**src/rtl/mio_pkg.sv**
```systemverilog
// Shared definitions for the MMIO arbiter: region map, access rights, FSM encoding.
package mio_pkg;

    localparam logic [3:0] REG_RAM   = 4'h0;
    localparam logic [3:0] REG_CNT   = 4'h1;
    localparam logic [3:0] REG_PITCH = 4'h2;
    localparam logic [3:0] REG_VRAM  = 4'hC;
    localparam logic [3:0] REG_PS2   = 4'hD;
    localparam logic [3:0] REG_GPIO  = 4'hE;
    localparam logic [3:0] REG_SW    = 4'hF;

    // Read latency is 0..3, so a 2-bit down-counter suffices.
    localparam int unsigned RD_LAT_MAX = 3;
    localparam int unsigned CNT_W      = 2;

    typedef enum logic [1:0] {AccNone, AccRo, AccWo, AccRw} acc_e;

    typedef enum logic [1:0] {StIdle, StAccess, StDone} state_e;

    function automatic acc_e region_acc(input logic [3:0] region);
        acc_e acc;
        acc = AccNone;
        case (region)
            REG_RAM:                     acc = AccRw;
            REG_CNT, REG_PS2, REG_SW:    acc = AccRo;
            REG_PITCH, REG_VRAM, REG_GPIO: acc = AccWo;
            default:                     acc = AccNone;
        endcase
        return acc;
    endfunction

    // Reads from write-only regions are allowed; they just return whatever the bus drives.
    function automatic logic access_illegal(input logic [3:0] region, input logic we);
        acc_e acc;
        acc = region_acc(region);
        return (acc == AccNone) || (we && (acc == AccRo));
    endfunction

endpackage

```
**src/rtl/mio_rr_pick.sv**
```systemverilog
// Two-way request picker. Round-robin on ties unless MIO_ARB_CPU_PRIORITY_EN is defined,
// in which case master 0 always wins a tie.
module mio_rr_pick (
    input  logic req0,
    input  logic req1,
    input  logic last_grant,
    output logic valid,
    output logic winner
);

    logic unused_last_grant;
    assign unused_last_grant = last_grant;

    always_comb begin
        valid = req0 | req1;
`ifdef MIO_ARB_CPU_PRIORITY_EN
        winner = ~req0;
`else
        winner = (req0 & req1) ? ~last_grant : req1;
`endif
    end

endmodule

```
**src/rtl/mio_arbiter.sv**
```systemverilog
// Two-master MMIO arbiter/sequencer: one transaction at a time, access filtering, fixed read
// latency. Define MIO_ARB_CPU_PRIORITY_EN to give master 0 fixed priority on ties.
module mio_arbiter
    import mio_pkg::*;
#(
    parameter int unsigned RD_LATENCY = 1
) (
    input  logic        clk,
    input  logic        rst_n,
    input  logic        m0_req,
    input  logic        m0_we,
    input  logic [31:0] m0_addr,
    input  logic [31:0] m0_wdata,
    output logic        m0_ack,
    output logic [31:0] m0_rdata,
    output logic        m0_err,
    input  logic        m1_req,
    input  logic        m1_we,
    input  logic [31:0] m1_addr,
    input  logic [31:0] m1_wdata,
    output logic        m1_ack,
    output logic [31:0] m1_rdata,
    output logic        m1_err,
    output logic        bus_mem_w,
    output logic [31:0] bus_addr,
    output logic [31:0] bus_wdata,
    input  logic [31:0] bus_rdata,
    output logic        grant,
    output logic        busy
);

    state_e             state_q, state_d;
    logic               last_grant_q, last_grant_d;
    logic               grant_q, grant_d;
    logic               we_q, we_d;
    logic [31:0]        addr_q, addr_d;
    logic [31:0]        wdata_q, wdata_d;
    logic               illegal_q, illegal_d;
    logic [CNT_W-1:0]   cnt_q, cnt_d;
    logic [31:0]        m0_rdata_q, m0_rdata_d, m1_rdata_q, m1_rdata_d;
    logic               m0_err_q, m0_err_d, m1_err_q, m1_err_d;
    logic               pick_valid, pick_winner;
    logic [31:0]        done_rdata;

    mio_rr_pick u_pick (
        .req0       (m0_req),
        .req1       (m1_req),
        .last_grant (last_grant_q),
        .valid      (pick_valid),
        .winner     (pick_winner)
    );

    always_ff @(posedge clk or negedge rst_n) begin
        if (!rst_n) begin
            state_q      <= StIdle;
            last_grant_q <= 1'b1;
            grant_q      <= 1'b0;
            we_q         <= 1'b0;
            addr_q       <= '0;
            wdata_q      <= '0;
            illegal_q    <= 1'b0;
            cnt_q        <= '0;
            m0_rdata_q   <= '0;
            m0_err_q     <= 1'b0;
            m1_rdata_q   <= '0;
            m1_err_q     <= 1'b0;
        end else begin
            state_q      <= state_d;
            last_grant_q <= last_grant_d;
            grant_q      <= grant_d;
            we_q         <= we_d;
            addr_q       <= addr_d;
            wdata_q      <= wdata_d;
            illegal_q    <= illegal_d;
            cnt_q        <= cnt_d;
            m0_rdata_q   <= m0_rdata_d;
            m0_err_q     <= m0_err_d;
            m1_rdata_q   <= m1_rdata_d;
            m1_err_q     <= m1_err_d;
        end
    end

    always_comb begin
        state_d = state_q;
        unique case (state_q)
            StIdle:   if (pick_valid) state_d = StAccess;
            StAccess: if (illegal_q || we_q || (cnt_q == '0)) state_d = StDone;
            StDone:   state_d = StIdle;
            default:  state_d = StIdle;
        endcase
    end

    // Writes and illegal accesses complete with zero read data.
    assign done_rdata = (illegal_q || we_q) ? 32'h0 : bus_rdata;

    always_comb begin
        last_grant_d = last_grant_q;
        grant_d      = grant_q;
        we_d         = we_q;
        addr_d       = addr_q;
        wdata_d      = wdata_q;
        illegal_d    = illegal_q;
        cnt_d        = cnt_q;
        m0_rdata_d   = m0_rdata_q;
        m0_err_d     = m0_err_q;
        m1_rdata_d   = m1_rdata_q;
        m1_err_d     = m1_err_q;
        if ((state_q == StIdle) && pick_valid) begin
            grant_d      = pick_winner;
            last_grant_d = pick_winner;
            we_d         = pick_winner ? m1_we : m0_we;
            addr_d       = pick_winner ? m1_addr : m0_addr;
            wdata_d      = pick_winner ? m1_wdata : m0_wdata;
            illegal_d    = access_illegal(addr_d[31:28], we_d);
            cnt_d        = CNT_W'(RD_LATENCY);
        end else if (state_q == StAccess) begin
            if (state_d == StDone) begin
                if (grant_q) begin
                    m1_rdata_d = done_rdata;
                    m1_err_d   = illegal_q;
                end else begin
                    m0_rdata_d = done_rdata;
                    m0_err_d   = illegal_q;
                end
            end else begin
                cnt_d = cnt_q - 1'b1;
            end
        end
    end

    always_comb begin
        bus_mem_w = 1'b0;
        bus_addr  = '0;
        bus_wdata = '0;
        m0_ack    = 1'b0;
        m1_ack    = 1'b0;
        if ((state_q == StAccess) && !illegal_q) begin
            bus_mem_w = we_q;
            bus_addr  = addr_q;
            bus_wdata = wdata_q;
        end
        if (state_q == StDone) begin
            m0_ack = ~grant_q;
            m1_ack = grant_q;
        end
    end

    assign busy     = (state_q != StIdle);
    assign grant    = grant_q;
    assign m0_rdata = m0_rdata_q;
    assign m0_err   = m0_err_q;
    assign m1_rdata = m1_rdata_q;
    assign m1_err   = m1_err_q;

endmodule

```
**config.mk**
```make
export PLATFORM = sky130hd
export DESIGN_NAME = mio_arbiter
export DESIGN_NICKNAME = d
export VERILOG_FILES = /design/src/rtl/mio_pkg.sv /design/src/rtl/mio_rr_pick.sv /design/src/rtl/mio_arbiter.sv
export SDC_FILE = /design/constraint.sdc
export NUM_CORES = 1
export LEC_CHECK = 0
export CORE_MARGIN = 2
export CORE_UTILIZATION = 45
export DETAILED_ROUTE_END_ITERATION = 16
export PLACE_DENSITY = 0.92
export SLEW_MARGIN = 25
export SYNTH_ARGS = -nofsm -noshare
export SYNTH_HDL_FRONTEND = slang
export SYNTH_SLANG_ARGS = --single-unit
```
**constraint.sdc**
```tcl
create_clock -name clk -period 4.3 [get_ports clk]
set_input_delay 1.075 -clock clk [delete_from_list [all_inputs] [get_ports clk]]
set_output_delay 1.075 -clock clk [all_outputs]
set_load 0.1 [all_outputs]
```
==> impl_metrics.env <==
export IMPL_portBuffers=300
export IMPL_seqCellArea_sq_um=3455
export IMPL_status="completed"
export IMPL_cts_buffer_depth=2
export IMPL_cts_setup_buffers=0
export IMPL_p_per_area_nw_per_um2=813.1
export IMPL_drt_iter0_drc=407
export IMPL_area_growth_pct=53.61
export IMPL_synthFlopType="dfrtp_1"
export IMPL_mostFrequentLayoutCells="clkdlybuf4s50_1, dfrtp_1, nand2_1"
export IMPL_grt_busiest_layer="met2"
export IMPL_synth_compound_area_share=0.1148
export IMPL_num_io_pins=301
export IMPL_numClockSinks=138
export IMPL_fin_area_sq_um=9992
export IMPL_relSlewSlack=0.3045
export IMPL_first_global_vias=5775
export IMPL_wirelength_mm=18.53
export IMPL_insertion_delay_ns=0.41
export IMPL_synthAdderAreaFrac=0.001923
export IMPL_die_w_um=124.2
export IMPL_maxCapViolCount=0
export IMPL_clkPwrFrac=0.190
export IMPL_fin_setup_tns_ns=0
export IMPL_use_met2=0.4069
export IMPL_hold_buffers=0
export IMPL_ys_types=35
export IMPL_synth_top_area_frac=0.5270
export IMPL_nFillCells=984
export IMPL_grt_usage=0.2423
export IMPL_crit_required_ns=3.22
export IMPL_synth_warnings=0
export IMPL_diodes=0
export IMPL_gr_usage_met1=0.2976
export IMPL_finalHoldViolations=0
export IMPL_grt_start_max_net_pins=89
export IMPL_reg2reg_from="illegal_q$_DFFE_PN0P_"
export IMPL_maxSlewViolCount=0
export IMPL_rows=43
export IMPL_multiInputGateArea_sq_um=2621
export IMPL_placed_area_sq_um=9366
export IMPL_utilization=0.7143
export IMPL_numCtsBuffers=17
export IMPL_tritoncts="done"
export IMPL_finalCritPeriodShare=0.7723
export IMPL_synth_area_mux_share=0.1052
export IMPL_yosys_area_share_simple=0.1758
export IMPL_pwr_share_seq=0.269
export IMPL_wl_per_cell_um=16.17
export IMPL_grt_first_pass_wirelength_mm=29.84
export IMPL_setup_viol=0
export IMPL_gr_usage_met3=0.07143
export IMPL_synthesis_area_per_instance_sq_um=9.637
export IMPL_pwr_share_comb=0.541
export IMPL_syn_nets=842
export IMPL_syn_inst=675
export IMPL_preCtsSetupSlack_ns=1.125
export IMPL_seq_area_frac_synth=0.5311
export IMPL_fin_ws_ns=0.9790
export IMPL_drive_gt1_frac=0.1201
export IMPL_synthXorXnorAreaFrac=0
export IMPL_synth_edf_count=0
export IMPL_routed_via_count=5806
export IMPL_skew_ns=0.007705
export IMPL_dr_pass1_iters=5
export IMPL_synth_top_area_cell="dfrtp_1"
export IMPL_leakagePower_uw=0.004407
export IMPL_via_per_inst=5.066
export IMPL_worstPathArrival_ns=2.25
export IMPL_drc=0
export IMPL_swShare=0.5182
export IMPL_final_common_cell="clkdlybuf4s50_1"
export IMPL_min_delay_start="addr_q[4]$_DFFE_PN0P_"
export IMPL_synth_area_top_cells="dfrtp_1, mux2i_1, o21ai_0"
export IMPL_path_class="reg2out"
export IMPL_r2r_cells=5
export IMPL_min_period_ns=3.321
export IMPL_htreeDepth=4
export IMPL_post_cts_resized=0
export IMPL_finalNetCount=1121
export IMPL_clkTransAtPathRegs_ns=0.06
export IMPL_p_switching_uw=4210
export IMPL_synth_top_family_by_area="simple AND/OR/NAND/NOR gates"
export IMPL_initial_core_util=0.4650
export IMPL_final_antenna_net_count=0
export IMPL_postSynthRegisterBits=138
export IMPL_clock_fmax_mhz=301.1
export IMPL_clockRootBuffer="clkbuf_16"
export IMPL_die_h_um=124.2
export IMPL_critical_path_startpoint="grant$_DFFE_PN0P_"
export IMPL_synthArstFlopShare=1.000
export IMPL_holdPathStages=2
export IMPL_dp_hpwl_mm=13.55
export IMPL_grt_overflow=0
export IMPL_antenna_found_initial=0
export IMPL_cp_start_kind="flip-flop"
export IMPL_p_int_uw=3914
export IMPL_worstSetupEndpointType="primary output"
export IMPL_ir_drop_mv=0.3312
export IMPL_worst_pin_slew_ns=1.040
export IMPL_hp_class="reg2reg"
export IMPL_cp_max_fo=6
export IMPL_syn_area_sq_um=6505
export IMPL_dieArea_sq_um=15430
export IMPL_rsz0062_at_grt="no"
export IMPL_core_area_sq_um=13990
export IMPL_gp_congestion=0.8377
-- state kept, by name, summed over array words and instances (netlist names) --
| register | cells |
|---|---|
| m1_err | 1 |
| grant | 1 |
| illegal_q | 1 |
| cnt_q | 2 |
| addr_q | 32 |
| m0_rdata | 32 |
| last_grant_q | 1 |
| m0_err | 1 |
| m1_rdata | 32 |
| state_q | 2 |
| we_q | 1 |
| wdata_q | 32 |
-- layout make-up --
type,instances,share of cell area
clock buffer,20,0.04570
timing repair buffer,309,0.2936
clock inverter,11,0.01690
inverter,35,0.01315
tap,180,0.02254
multi-input combinational,453,0.2623
sequential,138,0.3457
-- cells in the mapped netlist (2+ instances only) --
cell type and number:
clkbuf_1 18, nand2_1 131, a21oi_1 3, nand3_1 33
a211oi_1 4, dfrtp_1 137, nor2_2 2, buf_6 7
inv_1 35, o21ai_1 18, mux2i_1 65, buf_12 3
mux2_2 3, clkbuf_2 2, nor2_1 3, o21ai_0 112
nor3_2 2, and2_1 65, buf_2 12, buf_4 5
-- worst max-delay path, stage by stage (launching register included) --
cell and delay [ns]:
dfrtp_1 0.45, nor3b_1 0.21, clkdlybuf4s50_1 1.17
-- worst paths after layout --
path / end / slack, ns
setup / recovery: m0_ack / 0.98
min in group asynchronous: m0_rdata[27]$_DFFE_PN0P_ / 0.73
hold reg to reg: addr_q[4]$_DFFE_PN0P_ / 0.47
max in group asynchronous: last_grant_q$_DFFE_PN1P_ / 2.73
setup reg to reg: m1_rdata[25]$_DFFE_PN0P_ / 1.89
hold / removal: addr_q[4]$_DFFE_PN0P_ / 0.47
-- power groups by stage --
stage / Sequential (uW) / Combinational, uW / Clock [uW]
after floorplan: 3770 / 1750 / 0
after global placement: 2170 / 4330 / 0
after detailed placement: 2200 / 4410 / 0
after CTS: 2190 / 4420 / 1570
after global routing: 2250 / 4630 / 1630
final: 2190 / 4400 / 1540
-- layer usage --
metal	vias up	wire length, um	share of wire
li1	2793	-	-
met1	2702	7412	0.40
met2	282	9224	0.50
met3	29	1494	0.081
met4	0	395	0.021
met5	-	0	0
-- per-stage QoR --
| step | instances | power [uW] | hold slack (ns) |
|---|---|---|---|
| CTS | 1146 | 8171 | 0.4749 |
| global placement | 1115 | 6497 | 0.4521 |
| floorplan | 675 | 5527 | 0.4418 |
| global route | 1146 | 8510 | 0.4977 |
| finish | 1146 | 8125 | 0.4709 |
| detailed placement | 1115 | 6606 | 0.4620 |
-- cells by family after synthesis --
group	after synthesis
AO/OA/AOI/OAI	143
adder cells (fa/ha/maj)	1
buffers and inverters	84
flip-flops	138
multiplexers	68
AND/OR/NAND/NOR	241
Power figures use the tool's default switching activity.
